--- src/rtl/lif_spike_gen_pkg.sv ---
// Shared DPE parameters and types for the spike MAC and LIF layer output.
package DPE_params;
  localparam int OUTPUT_VEC_LEN = 4;
  localparam int WIDTH = 8;
  localparam int POT_WIDTH = WIDTH + 2;

  typedef logic signed [POT_WIDTH-1:0] pot_t;
  typedef logic signed [WIDTH-1:0] cur_t;

  function automatic int sat_hi(input int w);
    return (1 << (w - 1)) - 1;
  endfunction

  function automatic int sat_lo(input int w);
    return -(1 << (w - 1));
  endfunction

  localparam pot_t POT_MAX = pot_t'(sat_hi(POT_WIDTH));
  localparam pot_t POT_MIN = pot_t'(sat_lo(POT_WIDTH));
endpackage

--- src/rtl/lif_spike_gen_if.sv ---
// Step interface between the spike MAC output and the LIF spike generator.
interface lif_spike_gen_if #(
  parameter int N = 4,
  parameter int WIDTH = 8,
  parameter int POT_WIDTH = 10
);
  logic in_valid;
  logic [N-1:0][WIDTH-1:0] currents;
  logic signed [POT_WIDTH-1:0] threshold;
  logic clear;
  logic out_valid;
  logic [N-1:0] spikes;
  logic [N-1:0][POT_WIDTH-1:0] potentials;

  modport master (
    output in_valid, currents, threshold, clear,
    input out_valid, spikes, potentials
  );

  modport slave (
    input in_valid, currents, threshold, clear,
    output out_valid, spikes, potentials
  );
endinterface

--- src/rtl/lif_spike_gen_neuron.sv ---
// One leaky integrate-and-fire neuron: potential, refractory count,
// saturating update datapath.
module lif_neuron
  import DPE_params::*;
#(
  parameter int WIDTH = DPE_params::WIDTH,
  parameter int POT_WIDTH = DPE_params::POT_WIDTH,
  parameter int LEAK_SHIFT = 2,
  parameter int REFRACT = 2
) (
  input  logic clk,
  input  logic rst_n,
  input  logic i_step,
  input  logic i_clear,
  input  logic signed [WIDTH-1:0] i_cur,
  input  logic signed [POT_WIDTH-1:0] i_thr,
  output logic o_spike,
  output logic signed [POT_WIDTH-1:0] o_v
);
  localparam int EW = POT_WIDTH + 2;
  localparam int RC_W = (REFRACT > 0) ? $clog2(REFRACT + 1) : 1;
  localparam logic signed [POT_WIDTH-1:0] P_HI =
    POT_WIDTH'(sat_hi(POT_WIDTH));
  localparam logic signed [POT_WIDTH-1:0] P_LO =
    POT_WIDTH'(sat_lo(POT_WIDTH));

  logic signed [POT_WIDTH-1:0] r_v;
  logic [RC_W-1:0] r_rc;
  logic signed [EW-1:0] w_sum;
  logic signed [POT_WIDTH-1:0] w_sat;
  logic w_fire;

  // Two guard bits keep v - leak + current exact before clamping.
  always_comb begin
    w_sum = EW'(r_v) - EW'(r_v >>> LEAK_SHIFT) + EW'(i_cur);
    w_sat = w_sum[POT_WIDTH-1:0];
    if (w_sum > EW'(P_HI)) w_sat = P_HI;
    else if (w_sum < EW'(P_LO)) w_sat = P_LO;
    w_fire = (r_rc == '0) && (w_sat >= i_thr);
  end

  always_ff @(posedge clk) begin
    if (!rst_n || i_clear) begin
      r_v <= '0;
      r_rc <= '0;
    end else if (i_step) begin
      if (r_rc != '0) begin
        r_rc <= r_rc - 1'b1;
        r_v <= '0;
      end else if (w_fire) begin
        r_v <= '0;
        r_rc <= RC_W'(REFRACT);
      end else begin
        r_v <= w_sat;
      end
    end
  end

  assign o_spike = w_fire;
  assign o_v = r_v;
endmodule

--- src/rtl/lif_spike_gen.sv ---
// Layer-output spike generator: N LIF neurons fed by the MAC current
// vector, with registered spike vector and step-valid flag.
module lif_spike_gen
  import DPE_params::*;
#(
  parameter int N = DPE_params::OUTPUT_VEC_LEN,
  parameter int WIDTH = DPE_params::WIDTH,
  parameter int POT_WIDTH = WIDTH + 2,
  parameter int LEAK_SHIFT = 2,
  parameter int REFRACT = 2
) (
  input logic clk,
  input logic rst_n,
  lif_spike_gen_if.slave bus
);
  logic w_step;
  logic [N-1:0] w_spike;
  logic signed [POT_WIDTH-1:0] w_pot [N];
  logic [N-1:0] r_spikes;
  logic r_out_valid;

  // A clear in the same cycle as in_valid drops that step.
  assign w_step = bus.in_valid && !bus.clear;

  for (genvar g = 0; g < N; g++) begin : g_n
    lif_neuron #(
      .WIDTH(WIDTH),
      .POT_WIDTH(POT_WIDTH),
      .LEAK_SHIFT(LEAK_SHIFT),
      .REFRACT(REFRACT)
    ) u_neuron (
      .clk(clk),
      .rst_n(rst_n),
      .i_step(w_step),
      .i_clear(bus.clear),
      .i_cur(bus.currents[g]),
      .i_thr(bus.threshold),
      .o_spike(w_spike[g]),
      .o_v(w_pot[g])
    );
  end

  always_ff @(posedge clk) begin
    if (!rst_n || bus.clear) begin
      r_spikes <= '0;
      r_out_valid <= 1'b0;
    end else begin
      r_out_valid <= w_step;
      if (w_step) r_spikes <= w_spike;
    end
  end

  always_comb begin
    bus.potentials = '0;
    for (int i = 0; i < N; i++) bus.potentials[i] = w_pot[i];
  end

  assign bus.spikes = r_spikes;
  assign bus.out_valid = r_out_valid;
endmodule

--- src/flat_wrapper.sv ---
// flat-port wrapper written by rule: the top's interface ports become plain ports
module lif_spike_gen_flat import DPE_params::*;
#(
  parameter int N = DPE_params::OUTPUT_VEC_LEN,
  parameter int WIDTH = DPE_params::WIDTH,
  parameter int POT_WIDTH = WIDTH + 2,
  parameter int LEAK_SHIFT = 2,
  parameter int REFRACT = 2
)
  (clk, rst_n, bus_in_valid, bus_currents, bus_threshold, bus_clear, bus_out_valid, bus_spikes, bus_potentials);
  lif_spike_gen_if #(.N(N), .WIDTH(WIDTH), .POT_WIDTH(POT_WIDTH)) bus_i ();
  input logic clk;
  input logic rst_n;
  input wire logic [$bits(bus_i.in_valid)-1:0] bus_in_valid;
  input wire logic [$bits(bus_i.currents)-1:0] bus_currents;
  input wire logic [$bits(bus_i.threshold)-1:0] bus_threshold;
  input wire logic [$bits(bus_i.clear)-1:0] bus_clear;
  output wire logic [$bits(bus_i.out_valid)-1:0] bus_out_valid;
  output wire logic [$bits(bus_i.spikes)-1:0] bus_spikes;
  output wire logic [$bits(bus_i.potentials)-1:0] bus_potentials;
  assign bus_i.in_valid = bus_in_valid;
  assign bus_i.currents = bus_currents;
  assign bus_i.threshold = bus_threshold;
  assign bus_i.clear = bus_clear;
  assign bus_out_valid = bus_i.out_valid;
  assign bus_spikes = bus_i.spikes;
  assign bus_potentials = bus_i.potentials;
  lif_spike_gen #(.N(N), .WIDTH(WIDTH), .POT_WIDTH(POT_WIDTH), .LEAK_SHIFT(LEAK_SHIFT), .REFRACT(REFRACT)) u_core (.clk(clk), .rst_n(rst_n), .bus(bus_i));
endmodule
--- config.mk ---
export PLATFORM = sky130hd
export DESIGN_NAME = lif_spike_gen_flat
export DESIGN_NICKNAME = d
export VERILOG_FILES = /design/src/rtl/lif_spike_gen_pkg.sv /design/src/rtl/lif_spike_gen_if.sv /design/src/rtl/lif_spike_gen_neuron.sv /design/src/rtl/lif_spike_gen.sv /design/src/flat_wrapper.sv
export SDC_FILE = /design/constraint.sdc
export NUM_CORES = 1
export LEC_CHECK = 0
export CORE_MARGIN = 5
export CORE_UTILIZATION = 25
export DETAILED_ROUTE_END_ITERATION = 10
export GPL_TIMING_DRIVEN = 0
export PLACE_DENSITY_LB_ADDON = 0.08
export SETUP_SLACK_MARGIN = 0.4
export SLEW_MARGIN = 20
export SYNTH_ARGS = -nofsm -noshare
export SYNTH_HDL_FRONTEND = slang
export SYNTH_HIERARCHICAL = 1
export SYNTH_SLANG_ARGS = --single-unit
--- constraint.sdc ---
create_clock -name clk -period 9.8 [get_ports clk]
set_input_delay 1.47 -clock clk [delete_from_list [all_inputs] [get_ports clk]]
set_output_delay 1.47 -clock clk [all_outputs]
set_load 0.01 [all_outputs]
==> summary.md <==
| Metric | Value |
|---|---|
| Post-synth cell types | `between 70 and 80` |
| Setup Fix Bufs, Post-CTS | `0` |
| Total track usage | `a little under an eighth` |
| Site Rows | `just over 60` |
| Synth area leaders | `ha_1 (18%), dfxtp_1 (15%), fa_1 (10%), inv_1 (9.6%), a21oi_1 (4.5%)` |
| P_sw | `664 uW` |
| Post-Route WL | `between 15000 and 20000 microns` |
| Measured slew at the worst slew-check pin | `752 ps` |
| Antenna violations before repair | `0` |
| H-Tree Depth | `2` |
| Setup Skew | `around 10 ps` |
| Mapped Area | `7240 sq um` |
| WP data arrival | `approximately 6800 ps` |
| Max-cap violations | `0` |
| Leading area contributor after synthesis | `ha_1` |
| WL per Instance | `14.1 microns` |
| Register area share after synthesis | `around 15%` |
| Top FF cell, synth | `dfxtp_1` |
| Initial core utilization | `25.3%` |
| Tcrit/Tclk final | `about two thirds` |
| Clock root cell | `clkbuf_16` |
| Post-layout min period | `6560 ps` |
| Post-cts resize count | `0` |
| Top Ports | `91` |
| Slew Limit Fails | `0` |
| TritonCTS Buffers | `5` |
| Post-Route Setup TNS | `0 ps` |
| Cell with the most instances after synthesis | `inv_1` |
| Outcome | `completed` |
| Final Hold Fails | `0` |
| Hold depth | `2` |
| Worst Min Path Start | `u_core/g_n[1].u_neuron/r_rc[1]$_SDFFE_PP0P_` |
| Cells after synthesis | `approximately 880` |
| Gr ovfl total | `0` |
| Critical path data required time | `~10000 ps` |
| Share of cells above drive strength 1 | `about 8.6%` |
| Mapped Avg Cell Area | `8.19 sq um` |
| CTS sink cnt | `53` |
| CP startpoint | `bus_currents[5]` |
| Sw Ratio | `46.3%` |
| CP max stage delay | `520 ps` |
| Critical-path top delay cell | `fa_1` |
| Worst setup margin | `between 3000 and 4000 ps` |
| Clk_lat worst skew | `between 300 and 400 ps` |
| Clk buf depth | `2` |
| FF+latch count, synth | `53` |
| Placed cell count | `between 1000 and 1500` |
| Fin area | `just under 9000 sq um` |
| Seq pwr share | `approximately 17%` |
| Startpoint class of the critical path | `primary input` |
| Die X | `180 microns` |
| Maximum clock frequency | `between 150 and 200 MHz` |
| Clock power share | `between 10% and 20%` |
| Clock transition at path regs | `~80 ps` |
| Layout net count | `approximately 1200` |
| Peak supply drop | `0.0631 mV` |
| First-pass GRT wire length | `32400 microns` |
| Die Area | `~32000 sq um` |
| Syn_nets | `around 1100` |
| P_leak | `between 3 and 4 nW` |
| Remaining DRCs | `0` |
| Gpl congestion | `approximately 0.76` |
| Worst Setup End Kind | `flop` |
| Port-buffer cells | `approximately 90` |
| Top cell type's share of synthesized area | `between 15 and 20%` |
| Final setup viols | `0` |
| DP Worst Slack | `between 2000 and 3000 ps` |
| Comb pwr share | `between 60 and 70%` |
| Number of global-route vias before repair | `about 6000` |
| Worst r2r src | `u_core/g_n[0].u_neuron/o_v[4]$_SDFFE_PP0P_` |
| Internal | `slightly below 800 uW` |
| DP HPWL | `16000 microns` |
| Final core utilization | `30.7%` |
| R2R depth | `20` |
| Non-filler instance count after layout | `1365` |
| Vert. Die Dim | `approximately 180 microns` |
| Area growth, synth to finish | `21.3%` |
| DP Area | `8610 sq um` |
| Ant diodes | `0` |
| WS Path Type | `primary input to flop` |
| Pre-antenna DRT Iters | `4` |
| EDFF count, synth | `0` |
| RSZ-0062 raised after global routing | `false` |
| Power per Cell Area | `approximately 160 nW/um^2` |
| Core footprint | `roughly 29000 sq um` |
| Slew headroom | `between 40 and 50%` |
| Via density | `approximately 4.4` |
| Hold-fix buffers, CTS | `0` |
| Ys async rst share | `0%` |
| Most frequent cells after synthesis | `inv_1 (185), ha_1 (104), nor2_1 (71)` |
| Hold Crit Class | `flop to flop` |
| DR iter-0 viols | `approximately 270` |
| Yosys warning total | `6` |
| Vias | `slightly above 6000` |
| CTS tree | `done` |
| Critical Path Fanout Max | `10` |
| Pin count of the biggest net entering global routing | `20` |
| CP cell instances | `clkdlybuf4s50_1 -> inv_1 -> fa_1 -> inv_1 -> ha_1 -> and2_4 -> a221oi_2 -> a21oi_2 -> o2111ai_1 -> nor3b_2 -> o21a_4 -> buf_6 -> a211oi_1 -> ha_1 -> a21o_1 -> a21oi_1 -> o2111ai_1 -> a31oi_1 -> nand3_1 -> a211o_1 -> o311ai_1` |
| Post-DRT Antenna Nets | `0` |
## final cells by class
cell class / instances / area (sq um)
Multi-Input combinational cell: 628 / 5320
Clock buffer: 7 / 143
Clock inverter: 1 / 30.0
Sequential cell: 53 / 1060
Buffer: 17 / 163
Fill cell: 3112 / 19800
Tap cell: 384 / 480
Timing Repair Buffer: 89 / 891
Inverter: 186 / 698
## power by group through the flow
| stage | logic (mW) | registers, mW | clock network (mW) |
|---|---|---|---|
| floorplan | 0.740 | 0.250 | 0 |
| global placement | 0.985 | 0.250 | 0 |
| detailed placement | 0.984 | 0.250 | 0 |
| CTS | 0.990 | 0.245 | 0.228 |
| global route | 1.12 | 0.247 | 0.236 |
| finish | 0.974 | 0.244 | 0.217 |
## kinds of logic (layout without fill, tap and decap cells)
group / Yosys count / in the layout / synth area share [%]
fa+ha+maj: 140 / 140 / 27.9
flops: 53 / 53 / 14.7
compound gates: 229 / 229 / 24.7
simple gates: 220 / 220 / 15.7
buf+inv: 203 / 300 / 11.9
xor+xnor: 33 / 33 / 4.30
mux: 6 / 6 / 0.830
## critical path: cells and delay by family
family          cells  cell delay (ps)
fa+ha+maj           3             1180
compound gates     11             2420
buf+inv             4              690
simple gates        3              990
## path summary, 6_finish.rpt
check,to,slack [ps]
worst max register to register,u_core/g_n[0].u_neuron/o_v[1]$_SDFFE_PP0P_,4430
worst min-delay path,u_core/g_n[1].u_neuron/r_rc[1]$_SDFFE_PP0P_,480
worst max-delay path,u_core/g_n[0].u_neuron/o_v[1]$_SDFFE_PP0P_,3240
worst min register to register,u_core/g_n[1].u_neuron/r_rc[1]$_SDFFE_PP0P_,480
## state kept, by name, summed over array words and instances (netlist names)
name,count
u_core/g_n.u_neuron/r_rc,8
u_core/g_n.u_neuron/o_v,40
u_core/bus.out_valid,1
u_core/bus.spikes,4
## placed cells by master (no fill, tap or decap), types with 11 or more instances in the layout
master and count:
inv_1 185, ha_1 104, clkdlybuf4s50_1 89, nor2_1 71, a21oi_1 65, dfxtp_1 53, nand2_1 46, fa_1 36
o21ai_0 28, a21o_1 24, a311oi_2 20, xnor2_1 18, nor2b_1 15, nand2b_1 13, xor2_1 12, nand3_1 12
and3_1 11, a211oi_1 11
## routing by layer
layer	up-vias	global-route usage (%)	part of all wire [%]
li1	3199	-	-
met1	2771	17.0	50
met2	67	19.9	46
met3	7	1.72	2.9
met4	0	1.72	0.64
met5	-	0	0
## stage by stage
step	total power, mW	hold WS, ps
finish	1.43	477
global route	1.60	513
CTS	1.46	482
detailed placement	1.23	470
global placement	1.24	475
floorplan	0.991	453
(Power assumes the default switching activity.)
